## config.mk

```make
export PLATFORM = sky130hd
export DESIGN_NAME = cmb_obs_seq_flat
export DESIGN_NICKNAME = d
export VERILOG_FILES = /design/src/rtl/cmb_pkg.sv /design/src/rtl/cmb_obs_seq_if.sv /design/src/rtl/next_ch_sel.sv /design/src/rtl/cmb_obs_seq.sv /design/src/flat_wrapper.sv
export SDC_FILE = /design/constraint.sdc
export NUM_CORES = 1
export LEC_CHECK = 0
export BUFFER_PORTS_ARGS = -buffer_cell sky130_fd_sc_hd__buf_2
export CAP_MARGIN = 25
export CORE_MARGIN = 8
export CORE_UTILIZATION = 40
export CTS_BUF_LIST = sky130_fd_sc_hd__clkbuf_16
export DETAILED_ROUTE_END_ITERATION = 10
export PLACE_DENSITY = 0.68
export SLEW_MARGIN = 20
export SYNTH_ARGS = -nofsm -noshare
export SYNTH_HDL_FRONTEND = slang
export SYNTH_SLANG_ARGS = --single-unit
```

## constraint.sdc

```tcl
create_clock -name clk50 -period 2.4 [get_ports clk50]
set_clock_uncertainty 0.2 [all_clocks]
set_input_delay 0.12 -clock clk50 [delete_from_list [all_inputs] [get_ports clk50]]
set_output_delay 0.12 -clock clk50 [all_outputs]
set_load 0.01 [all_outputs]
```

## src/rtl/cmb_pkg.sv

```systemverilog
// Shared definitions for the CMB observation sequencer: state encoding,
// default timing constants and width helpers.
package cmb_pkg;

    typedef enum logic [2:0] {
        ST_IDLE,
        ST_SETTLE,
        ST_ACQ,
        ST_STEP,
        ST_DONE
    } state_e;

    // Defaults sized for the 50 MHz board clock.
    localparam int DEF_N_CH          = 4;
    localparam int DEF_STEPS_PER_REV = 400;
    localparam int DEF_ADC_PER_CH    = 4;
    localparam int DEF_SETTLE_CYC    = 50;
    localparam int DEF_ADC_GAP       = 1000;
    localparam int DEF_STEP_HI       = 250000;
    localparam int DEF_STEP_LO       = 250000;

    function automatic int cnt_w(input int steps);
        return $clog2(steps);
    endfunction

    // Index width that stays legal (>=1 bit) for a single-entry range.
    function automatic int idx_w(input int n);
        return (n > 1) ? $clog2(n) : 1;
    endfunction

    function automatic int max4(input int a, input int b, input int c, input int d);
        int m;
        m = a;
        if (b > m) m = b;
        if (c > m) m = c;
        if (d > m) m = d;
        return m;
    endfunction

    function automatic int ph_w(input int settle, input int acq, input int hi, input int lo);
        return $clog2(max4(settle, acq, hi, lo) + 1);
    endfunction

endpackage

```

## src/rtl/cmb_obs_seq_if.sv

```systemverilog
// Control/status bundle between the push-button front end and the
// observation sequencer driving stepper, RF switch and ADC trigger pins.
interface cmb_obs_seq_if
    import cmb_pkg::*;
#(
    parameter int N_CH          = DEF_N_CH,
    parameter int STEPS_PER_REV = DEF_STEPS_PER_REV
);
    localparam int CNT_W = cnt_w(STEPS_PER_REV);

    logic             init;
    logic             trg;
    logic             cont;
    logic [N_CH-1:0]  ch_mask;
    logic             rot_clk;
    logic [N_CH-1:0]  rf_sw;
    logic             adc_trg;
    logic             busy;
    logic             done;
    logic [CNT_W-1:0] rot_count;

    modport master (
        output init, trg, cont, ch_mask,
        input  rot_clk, rf_sw, adc_trg, busy, done, rot_count
    );

    modport slave (
        input  init, trg, cont, ch_mask,
        output rot_clk, rf_sw, adc_trg, busy, done, rot_count
    );

endinterface

```

## src/rtl/next_ch_sel.sv

```systemverilog
// Combinational channel picker: next higher enabled channel after cur_idx_i,
// or the lowest enabled channel when from_start_i is set.
module next_ch_sel
    import cmb_pkg::*;
#(
    parameter int N_CH  = DEF_N_CH,
    parameter int IDX_W = idx_w(N_CH)
) (
    input  logic [N_CH-1:0]  mask_i,
    input  logic [IDX_W-1:0] cur_idx_i,
    input  logic             from_start_i,
    output logic [IDX_W-1:0] nxt_idx_o,
    output logic             none_o
);

    // NOTE: every output gets a default before the loop so no path leaves it
    // unassigned, which would otherwise infer a latch.
    always_comb begin
        nxt_idx_o = '0;
        none_o    = 1'b1;
        // Scanning downwards lets the lowest qualifying index win.
        for (int i = N_CH - 1; i >= 0; i--) begin
            if (mask_i[i] && (from_start_i || (IDX_W'(i) > cur_idx_i))) begin
                nxt_idx_o = IDX_W'(i);
                none_o    = 1'b0;
            end
        end
    end

endmodule

```

## src/rtl/cmb_obs_seq.sv

```systemverilog
// Observation sequencer: per angle position, settle and burst-sample every
// enabled RF channel, then issue one stepper pulse; single or continuous revs.
module cmb_obs_seq
    import cmb_pkg::*;
#(
    parameter int N_CH          = DEF_N_CH,
    parameter int STEPS_PER_REV = DEF_STEPS_PER_REV,
    parameter int ADC_PER_CH    = DEF_ADC_PER_CH,
    parameter int SETTLE_CYC    = DEF_SETTLE_CYC,
    parameter int ADC_GAP       = DEF_ADC_GAP,
    parameter int STEP_HI       = DEF_STEP_HI,
    parameter int STEP_LO       = DEF_STEP_LO
) (
    input logic          clk50,
    input logic          rst_n,
    cmb_obs_seq_if.slave bus
);

    localparam int CNT_W = cnt_w(STEPS_PER_REV);
    localparam int IDX_W = idx_w(N_CH);
    localparam int AI_W  = idx_w(ADC_PER_CH);
    localparam int PH_W  = ph_w(SETTLE_CYC, ADC_PER_CH * ADC_GAP, STEP_HI, STEP_LO);

    state_e           state_q,     state_d;
    logic [PH_W-1:0]  phase_q,     phase_d;
    logic [AI_W-1:0]  adc_idx_q,   adc_idx_d;
    logic [IDX_W-1:0] ch_idx_q,    ch_idx_d;
    logic [N_CH-1:0]  mask_q,      mask_d;
    logic [CNT_W-1:0] rot_count_q, rot_count_d;
    logic             rot_clk_q,   rot_clk_d;
    logic             adc_trg_q,   adc_trg_d;
    logic             busy_q,      busy_d;
    logic             done_q,      done_d;
    logic [N_CH-1:0]  rf_sw_q,     rf_sw_d;

    logic             step_hi_d;
    logic             advance;
    logic [N_CH-1:0]  sel_mask;
    logic             sel_from_start;
    logic [IDX_W-1:0] sel_idx;
    logic             sel_none;

    // In IDLE the mask is not latched yet, so the selector looks at the live input.
    assign sel_mask       = (state_q == ST_IDLE) ? bus.ch_mask : mask_q;
    assign sel_from_start = (state_q != ST_ACQ);

    next_ch_sel #(
        .N_CH  (N_CH),
        .IDX_W (IDX_W)
    ) u_next_ch_sel (
        .mask_i       (sel_mask),
        .cur_idx_i    (ch_idx_q),
        .from_start_i (sel_from_start),
        .nxt_idx_o    (sel_idx),
        .none_o       (sel_none)
    );

    always_comb begin
        state_d     = state_q;
        phase_d     = phase_q;
        adc_idx_d   = adc_idx_q;
        ch_idx_d    = ch_idx_q;
        mask_d      = mask_q;
        rot_count_d = rot_count_q;
        step_hi_d   = rot_clk_q;
        advance     = 1'b0;

        if (bus.init) begin
            state_d     = ST_IDLE;
            phase_d     = '0;
            adc_idx_d   = '0;
            ch_idx_d    = '0;
            mask_d      = '0;
            rot_count_d = '0;
            step_hi_d   = 1'b0;
        end else begin
            unique case (state_q)
                ST_IDLE: begin
                    if (bus.trg) begin
                        mask_d  = bus.ch_mask;
                        advance = 1'b1;
                    end
                end

                ST_SETTLE: begin
                    if (phase_q == PH_W'(SETTLE_CYC - 1)) begin
                        state_d   = ST_ACQ;
                        phase_d   = '0;
                        adc_idx_d = '0;
                    end else begin
                        phase_d = phase_q + PH_W'(1);
                    end
                end

                // The phase counter times one ADC gap; adc_idx counts gaps in the burst.
                ST_ACQ: begin
                    if (phase_q == PH_W'(ADC_GAP - 1)) begin
                        phase_d = '0;
                        if (adc_idx_q == AI_W'(ADC_PER_CH - 1)) begin
                            advance = 1'b1;
                        end else begin
                            adc_idx_d = adc_idx_q + AI_W'(1);
                        end
                    end else begin
                        phase_d = phase_q + PH_W'(1);
                    end
                end

                ST_STEP: begin
                    if (rot_clk_q) begin
                        if (phase_q == PH_W'(STEP_HI - 1)) begin
                            phase_d     = '0;
                            step_hi_d   = 1'b0;
                            rot_count_d = (rot_count_q == CNT_W'(STEPS_PER_REV - 1))
                                        ? '0 : rot_count_q + CNT_W'(1);
                        end else begin
                            phase_d = phase_q + PH_W'(1);
                        end
                    end else begin
                        if (phase_q == PH_W'(STEP_LO - 1)) begin
                            if ((rot_count_q == '0) && !bus.cont) begin
                                state_d = ST_DONE;
                                phase_d = '0;
                            end else begin
                                advance = 1'b1;
                            end
                        end else begin
                            phase_d = phase_q + PH_W'(1);
                        end
                    end
                end

                ST_DONE: begin
                    state_d = ST_IDLE;
                end

                default: begin
                    state_d = ST_IDLE;
                end
            endcase

            // Start of a channel (or a bare step when no channel remains).
            if (advance) begin
                phase_d = '0;
                if (sel_none) begin
                    state_d   = ST_STEP;
                    step_hi_d = 1'b1;
                end else begin
                    state_d  = ST_SETTLE;
                    ch_idx_d = sel_idx;
                end
            end
        end

        // Outputs are decoded from the next state and registered below.
        rot_clk_d = (state_d == ST_STEP) && step_hi_d;
        adc_trg_d = !((state_d == ST_ACQ) && (phase_d == '0));
        rf_sw_d   = ((state_d == ST_SETTLE) || (state_d == ST_ACQ))
                  ? (N_CH'(1) << ch_idx_d) : '0;
        busy_d    = (state_d == ST_SETTLE) || (state_d == ST_ACQ) || (state_d == ST_STEP);
        done_d    = (state_d == ST_DONE);
    end

    // NOTE: sequential state uses non-blocking assignments so every register
    // samples its pre-edge value regardless of statement order.
    always_ff @(posedge clk50 or negedge rst_n) begin
        if (!rst_n) begin
            state_q     <= ST_IDLE;
            phase_q     <= '0;
            adc_idx_q   <= '0;
            ch_idx_q    <= '0;
            mask_q      <= '0;
            rot_count_q <= '0;
            rot_clk_q   <= 1'b0;
            adc_trg_q   <= 1'b1;
            busy_q      <= 1'b0;
            done_q      <= 1'b0;
            rf_sw_q     <= '0;
        end else begin
            state_q     <= state_d;
            phase_q     <= phase_d;
            adc_idx_q   <= adc_idx_d;
            ch_idx_q    <= ch_idx_d;
            mask_q      <= mask_d;
            rot_count_q <= rot_count_d;
            rot_clk_q   <= rot_clk_d;
            adc_trg_q   <= adc_trg_d;
            busy_q      <= busy_d;
            done_q      <= done_d;
            rf_sw_q     <= rf_sw_d;
        end
    end

    assign bus.rot_clk   = rot_clk_q;
    assign bus.adc_trg   = adc_trg_q;
    assign bus.rf_sw     = rf_sw_q;
    assign bus.busy      = busy_q;
    assign bus.done      = done_q;
    assign bus.rot_count = rot_count_q;

endmodule
```

## src/flat_wrapper.sv

```systemverilog
// flat-port wrapper written by rule: the top's interface ports become plain ports
module cmb_obs_seq_flat import cmb_pkg::*;
#(
    parameter int N_CH          = DEF_N_CH,
    parameter int STEPS_PER_REV = DEF_STEPS_PER_REV,
    parameter int ADC_PER_CH    = DEF_ADC_PER_CH,
    parameter int SETTLE_CYC    = DEF_SETTLE_CYC,
    parameter int ADC_GAP       = DEF_ADC_GAP,
    parameter int STEP_HI       = DEF_STEP_HI,
    parameter int STEP_LO       = DEF_STEP_LO
)
  (clk50, rst_n, bus_init, bus_trg, bus_cont, bus_ch_mask, bus_rot_clk, bus_rf_sw, bus_adc_trg, bus_busy, bus_done, bus_rot_count);
  cmb_obs_seq_if #(.N_CH(N_CH), .STEPS_PER_REV(STEPS_PER_REV)) bus_i ();
  input logic clk50;
  input logic rst_n;
  input wire logic [$bits(bus_i.init)-1:0] bus_init;
  input wire logic [$bits(bus_i.trg)-1:0] bus_trg;
  input wire logic [$bits(bus_i.cont)-1:0] bus_cont;
  input wire logic [$bits(bus_i.ch_mask)-1:0] bus_ch_mask;
  output wire logic [$bits(bus_i.rot_clk)-1:0] bus_rot_clk;
  output wire logic [$bits(bus_i.rf_sw)-1:0] bus_rf_sw;
  output wire logic [$bits(bus_i.adc_trg)-1:0] bus_adc_trg;
  output wire logic [$bits(bus_i.busy)-1:0] bus_busy;
  output wire logic [$bits(bus_i.done)-1:0] bus_done;
  output wire logic [$bits(bus_i.rot_count)-1:0] bus_rot_count;
  assign bus_i.init = bus_init;
  assign bus_i.trg = bus_trg;
  assign bus_i.cont = bus_cont;
  assign bus_i.ch_mask = bus_ch_mask;
  assign bus_rot_clk = bus_i.rot_clk;
  assign bus_rf_sw = bus_i.rf_sw;
  assign bus_adc_trg = bus_i.adc_trg;
  assign bus_busy = bus_i.busy;
  assign bus_done = bus_i.done;
  assign bus_rot_count = bus_i.rot_count;
  cmb_obs_seq #(.N_CH(N_CH), .STEPS_PER_REV(STEPS_PER_REV), .ADC_PER_CH(ADC_PER_CH), .SETTLE_CYC(SETTLE_CYC), .ADC_GAP(ADC_GAP), .STEP_HI(STEP_HI), .STEP_LO(STEP_LO)) u_core (.clk50(clk50), .rst_n(rst_n), .bus(bus_i));
endmodule
```

**Yosys cells after proc, flatten, opt, wreduce, memory -nomap -nowiden**

Index checks and enable logic that the tools add are counted.

- Add/sub/neg operators: 3
- Magnitude comparators: 4
- Eq/ne operators: 16
- Shifts and indexed selects: 1
- Multiplexer cells: 57
- Reductions and logical operators: 28

Operators by type and width:

| kind | count |
|---|---|
| two-way mux 18 bit | 8 |
| one-hot mux 18 bit (3 select lines) | 1 |
| two-way mux 9 bit | 5 |
| two-way mux 2 bit | 12 |
| two-way mux 4 bit | 5 |
| adder 18 x 1 -> 18 bit (second input constant) | 1 |
| == test 18 x 10 -> 1 bit (second input constant) | 1 |
| == test 18 bit (second input constant) | 1 |
| == test 18 x 6 -> 1 bit (second input constant) | 1 |
| logical NOT 18 bit | 1 |
| two-way mux 3 bit | 6 |
| two-way mux 1 bit | 17 |
| == test 3 x 2 -> 1 bit (second input constant) | 4 |
| nonzero test 2 bit | 5 |
| adder 9 x 1 -> 9 bit (second input constant) | 1 |
| == test 9 bit (second input constant) | 1 |
| logical NOT 9 bit | 1 |
| != test 3 x 2 -> 1 bit (second input constant) | 3 |
| one-hot mux 3 bit (3 select lines) | 1 |
| logical AND 1 bit | 7 |
| == test 3 x 1 -> 1 bit (second input constant) | 2 |
| logical OR 1 bit | 6 |
| > comparator 1 x 2 -> 1 bit (first input constant) | 2 |
| > comparator 2 bit (first input constant) | 2 |
| other kinds (14) | 15 |

- Flip-flop bits (word level): 46
- Bits of input ports: 9
- Output and inout bits: 17

**Depth between registers and ports, before layout**

- Depth in word-level cells: 13
- Depth in mapped cells: 12
- Mapped depth without buffers: 11

**By module**

Synthesis repeated with hierarchy kept, for this count alone.

- Cells, all modules: 338
- Area, all modules: 2875.3 µm²

By module, submodules not included:

| module | instances | cells an instance | area an instance (µm²) |
|---|---|---|---|
| cmb_obs_seq | 1 | 323 | 2788.9 |
| next_ch_sel | 1 | 15 | 86.3 |

**Least setup slack after synthesis**

Ideal clock, no wire load.

- Path type: register to register
- From: reg u_core.phase_q[0]
- To: reg u_core.adc_trg_q, in the netlist u_core.bus.adc_trg
- Setup time: 0.091 ns
- Data arrival time: 2.252 ns
- Data required time: 2.109 ns
- Path slack: -0.143 ns
- Stages on the path, launching flop included: 11
- Buffers on the path: 0
- Period minus slack after synthesis: 2.543 ns
- Cell sequence: dfrtp_1 ha_1 and4b_1 and2_1 and4bb_1 o311a_1 o2bb2ai_2 nor3_1 o21a_1 nand4_1 nand4bb_1

- Cells in the longest elaborated chain, start to end: 10

Ends and longest elaborated chain:

| what | RTL line | text |
|---|---|---|
| start, declared | cmb_obs_seq.sv:25 | `logic [PH_W-1:0] phase_q, phase_d;` |
| start signal, assigned | cmb_obs_seq.sv:181 | `phase_q <= phase_d;` |
| branches (longest 8 deep; another with adder 18 x 1 -> 18 bit) | n/a |  |
| logical AND 1 bit * | cmb_obs_seq.sv:157 | `adc_trg_d = !((state_d == ST_ACQ) && (phase_d == '0));` |
| logical NOT 1 bit * | cmb_obs_seq.sv:157 |  |
| net u_core.adc_trg_d | cmb_obs_seq.sv:31 | `logic adc_trg_q, adc_trg_d;` |
| end signal, assigned | cmb_obs_seq.sv:187 | `adc_trg_q <= adc_trg_d;` |
| end, declared | cmb_obs_seq.sv:31 |  |

Mark *: on every way through the listed nets, which the timed path passes. The select of a mux whose other input is x is not followed.
A chain may end at the register's enable or synchronous reset.

**Final worst setup path**

- From: reg u_core.phase_q[6]
- To: reg u_core.adc_trg_q, in the netlist u_core.bus.adc_trg

- Cells in the longest elaborated chain, start to end: 10

Ends and longest elaborated chain:

| what | RTL line | text |
|---|---|---|
| == test 18 bit | cmb_obs_seq.sv:120 | `if (phase_q == PH_W'(STEP_LO - 1)) begin` |
| two-way mux 1 bit | cmb_obs_seq.sv:120 |  |
| two-way mux 1 bit | cmb_obs_seq.sv:110 | `if (rot_clk_q) begin` |
| one-hot mux 1 bit (3 select lines) | cmb_obs_seq.sv:77 | `unique case (state_q)` |
| two-way mux 1 bit | cmb_obs_seq.sv:68 | `if (bus.init) begin` |
| two-way mux 3 bit * | cmb_obs_seq.sv:143 | `if (advance) begin` |
| two-way mux 3 bit * | cmb_obs_seq.sv:68 |  |
| net u_core.state_d[0] | cmb_obs_seq.sv:24 | `state_e state_q, state_d;` |
| == test 3 x 2 -> 1 bit * | cmb_obs_seq.sv:157 |  |
| logical AND 1 bit * | cmb_obs_seq.sv:157 |  |
| logical NOT 1 bit * | cmb_obs_seq.sv:157 |  |
| net u_core.adc_trg_d | cmb_obs_seq.sv:31 |  |

Mark *: on every way through the listed nets, which the timed path passes. The rest lies on a longest branch. The select of a mux whose other input is x is not followed.

==> results.cfg <==
[run_status]
status = finished with violations
violations = setup timing

[power_and_ir_drop]
p_int_uw = 1670
p_leak_uw = 0.00206
pwr-share-seq_pct = 33.9
power.switching_uw = 801
power_uw = 2470
swShare_pct = 32.4
powerDensity_nw_per_um2 = 544
irDropWorstVdd_mv = 0.359
combPwrFrac_pct = 32.8
clockPowerShare_pct = 33.3

[final_layout]
final_util_pct = 66.5
final-instance-count-excl-fill = 549
drive_above_1_share_pct = 46.6
fin_nets = 466
area_delta_synth_final_pct = 60.5
antenna_cells = 0
final_area_um2 = 4540

[setup_path]
crit_top_cell = buf_6
worst_setup_path_end_kind = register
r2r_start = u_core.phase_q[6]
critPathKind = register to register
critPathRequiredTime_ns = 2.41
r2r_end = u_core.bus.adc_trg
crit_fanout = 4
cpPeakStageDelay_ns = 0.43
cp_num_buf_inv = 2
critPathSlowestCell = dfrtp_1
crit_arrival_ns = 2.78
path_delay_family = simple AND/OR/NAND/NOR gates
path_cells = nor4_4, nor4b_4, buf_6, buf_6, and4bb_1, o311a_4, a21oi_4, nor3_4, o21a_1, nand4_1, nand4bb_1
reg2reg_setup_slack_ns = -0.37
startpoint_type = register
worstRegToRegCells = 11

[logic_synthesis]
yosys_warnings = 0
ys_types = 66
yosys_register_bits = 46
synthXorXnorAreaFrac_pct = 0.929
synth-edff-count = 0
synth_area_per_cell_um2 = 8.73
synth_commonest_cells = 45 x dfrtp_1, 33 x nor2_1, 31 x nand2_1
synthCells = 324
ys_top_cells_by_area = dfrtp_1 40%, nor2_1 4.4%, nand2_1 4.1%
synthArstFlopShare_pct = 100
synthSimpleGateAreaFrac_pct = 33.8
yosysTopAreaCellShare_pct = 39.8
synth_most_common_cell = dfrtp_1
syn-cell-area_um2 = 2830
syn-num-nets = 338
synth-main-ff-cell = dfrtp_1
synth_compound_area_share_pct = 17.9
synthMuxAreaShare_pct = 0.708
yosysSeqAreaShare_pct = 40.7
yosysTopAreaCell = dfrtp_1
yosys.area_share.adder_pct = 2.21
synth_top_family_by_area = simple AND/OR/NAND/NOR gates

[global_routing]
antenna_found_initial = 0
overflow = 0
grt_pass1_vias = 3102
track_usage_pct = 18.7
grt_pass1_wl_mm = 15.2
grt_max_degree = 47

[routing]
viasPerCell = 6.17
vias = 3387
first_pass_iters = 5
route.detailed.drc = 0
routed_wl_mm = 11.4
routedWlPerCell_um = 20.7
drt-initial-drc-count = 314
antenna_left = 0

[clock_network]
cts_root_buf = clkbuf_16
clock_sinks = 46
cts_buffers = 5
cts_tree = done
cts_buffer_depth = 2
clock_latency_ns = 0.29
cts.reportedPaths.clkPinSlew_ns = 0.07
htree_levels = 2

[worst_hold_path]
hold_start = bus_trg
hold_end = u_core.mask_q[0]
min_delay_path_depth = 4
hp-class = primary input to register

[floorplanning]
initial_core_util_pct = 41.4
die_area_um2 = 10000
die_w_um = 100
ios = 26
core_um2 = 6830
rows = 30
die_h_um = 100

[placement]
place_ws_ns = -0.391
gp_congestion = 0.961
hpwl_mm = 6.11
dp.cells = 518
place_area_um2 = 3700
numPortBuffers = 25

[timing]
slew_viol_final = 0
min_period_ns = 2.77
rsz0062_at_grt = true
worstMarginPinSlew_ns = 0.602
worst_slack_ns = -0.371
setup_viol = 26
period_share_pct = 115
slew_headroom_pct = 59.9
fmax_mhz = 361
hold_viol_final = 0

[job]
drv_cap = 0
==> cells in the final DEF, fill, tap and decap left out, drive strengths merged, types with 2 or more instances in the layout <==
master,n
nor3,14
nor2,35
a211oi,4
or3,2
nand2b,6
and3,12
o31ai,2
ha,5
inv,9
a311oi,2
and4,5
nand3,19
and2,4
nand4,4
o21a,2
dlygate4sd3,8
mux2i,2
nor4,8
o2bb2ai,2
a31oi,6
nor4b,3
nor2b,4
dfrtp,45
or2,6
buf,125
a21oi,21
a22o,3
clkbuf,5
o21ai,19
a21o,6
nor3b,5
nand2,32
xnor2,2
o22ai,3
nand3b,3
a21boi,2
==> worst reg2reg max path: stages (launching register included) <==
cell       delay [ns]
dfrtp_1          0.43
nor4_4           0.34
nor4b_4          0.29
buf_6            0.18
buf_6            0.10
and4bb_1         0.22
o311a_4          0.22
a21oi_4          0.08
nor3_4           0.22
o21a_1           0.17
nand4_1          0.07
nand4bb_1        0.18
==> power by group through the flow <==
stage	clock network [uW]	registers, uW	logic [uW]
after floorplan	0	858	273
after detailed placement	0	848	543
after CTS	819	834	613
after global routing	861	839	850
final	822	839	811
after global placement	0	846	535
==> metal layers <==
metal	vias up	GRT usage (%)	share of wire [%]	routed length, um
met1	1636	22.9	38	4300
met3	77	3.18	7.8	888
met2	227	30.8	48	5470
met4	0	9.88	6.3	716
li1	1447	-	-	-
met5	-	0	0	0
==> cells by family after synthesis <==
| group | Yosys count |
|---|---|
| AND/OR/NAND/NOR | 169 |
| AO/OA/AOI/OAI | 78 |
| flip-flops | 46 |
| buffers and inverters | 21 |
| adder cells (fa/ha/maj) | 5 |
| XOR/XNOR | 3 |
| multiplexers | 2 |
==> per-stage QoR <==
stage / TNS (ns) / hold slack (ns)
final: -3.31 / 0.0112
after global routing: -4.99 / 0.0399
after CTS: -1.77 / 0.00694
after detailed placement: -2.79 / 0.0541
after global placement: -1.93 / 0.0445
after floorplan: -0.0555 / -0.376
==> flip-flops by register name (all words and copies together) (netlist names) <==
register / cells
u_core.bus.adc_trg: 1
u_core.bus.busy: 1
u_core.bus.rf_sw: 4
u_core.adc_idx_q: 2
u_core.ch_idx_q: 2
u_core.bus.rot_clk: 1
u_core.phase_q: 18
u_core.state_q: 3
u_core.bus.rot_count: 9
u_core.mask_q: 4
u_core.bus.done: 1
==> area by class of cell <==
| type | count | area [um2] |
|---|---|---|
| multi-input cells | 258 | 2040 |
| well taps | 96 | 120 |
| repair buffers | 133 | 1030 |
| clock buffers | 5 | 125 |
| clock inverters | 3 | 43.8 |
| flip-flops and latches | 46 | 1150 |
| inverters | 8 | 30.0 |
| fillers | 490 | 2290 |
==> worst max path at each step <==
stage,to,start,cells past startpoint
2_1_floorplan,u_core.bus.adc_trg,u_core.phase_q[6],10
6_report,u_core.bus.adc_trg,u_core.phase_q[6],11
5_1_grt,u_core.bus.adc_trg,u_core.phase_q[6],11
3_5_place_dp,u_core.bus.adc_trg,u_core.phase_q[15],11
3_3_place_gp,u_core.bus.adc_trg,u_core.phase_q[1],12
4_1_cts,u_core.bus.adc_trg,u_core.phase_q[11],10
==> timing repair <==
item                       4_1_cts  5_1_grt
hold buffers                     8        0
pin swaps                       20       32
setup buffers                    5       12
gates cloned                     0        1
hold endpoints to repair        49        0
gates resized for setup         29       73
setup endpoints to repair       25       38
Note: power is estimated with default switching activity, not from simulation.
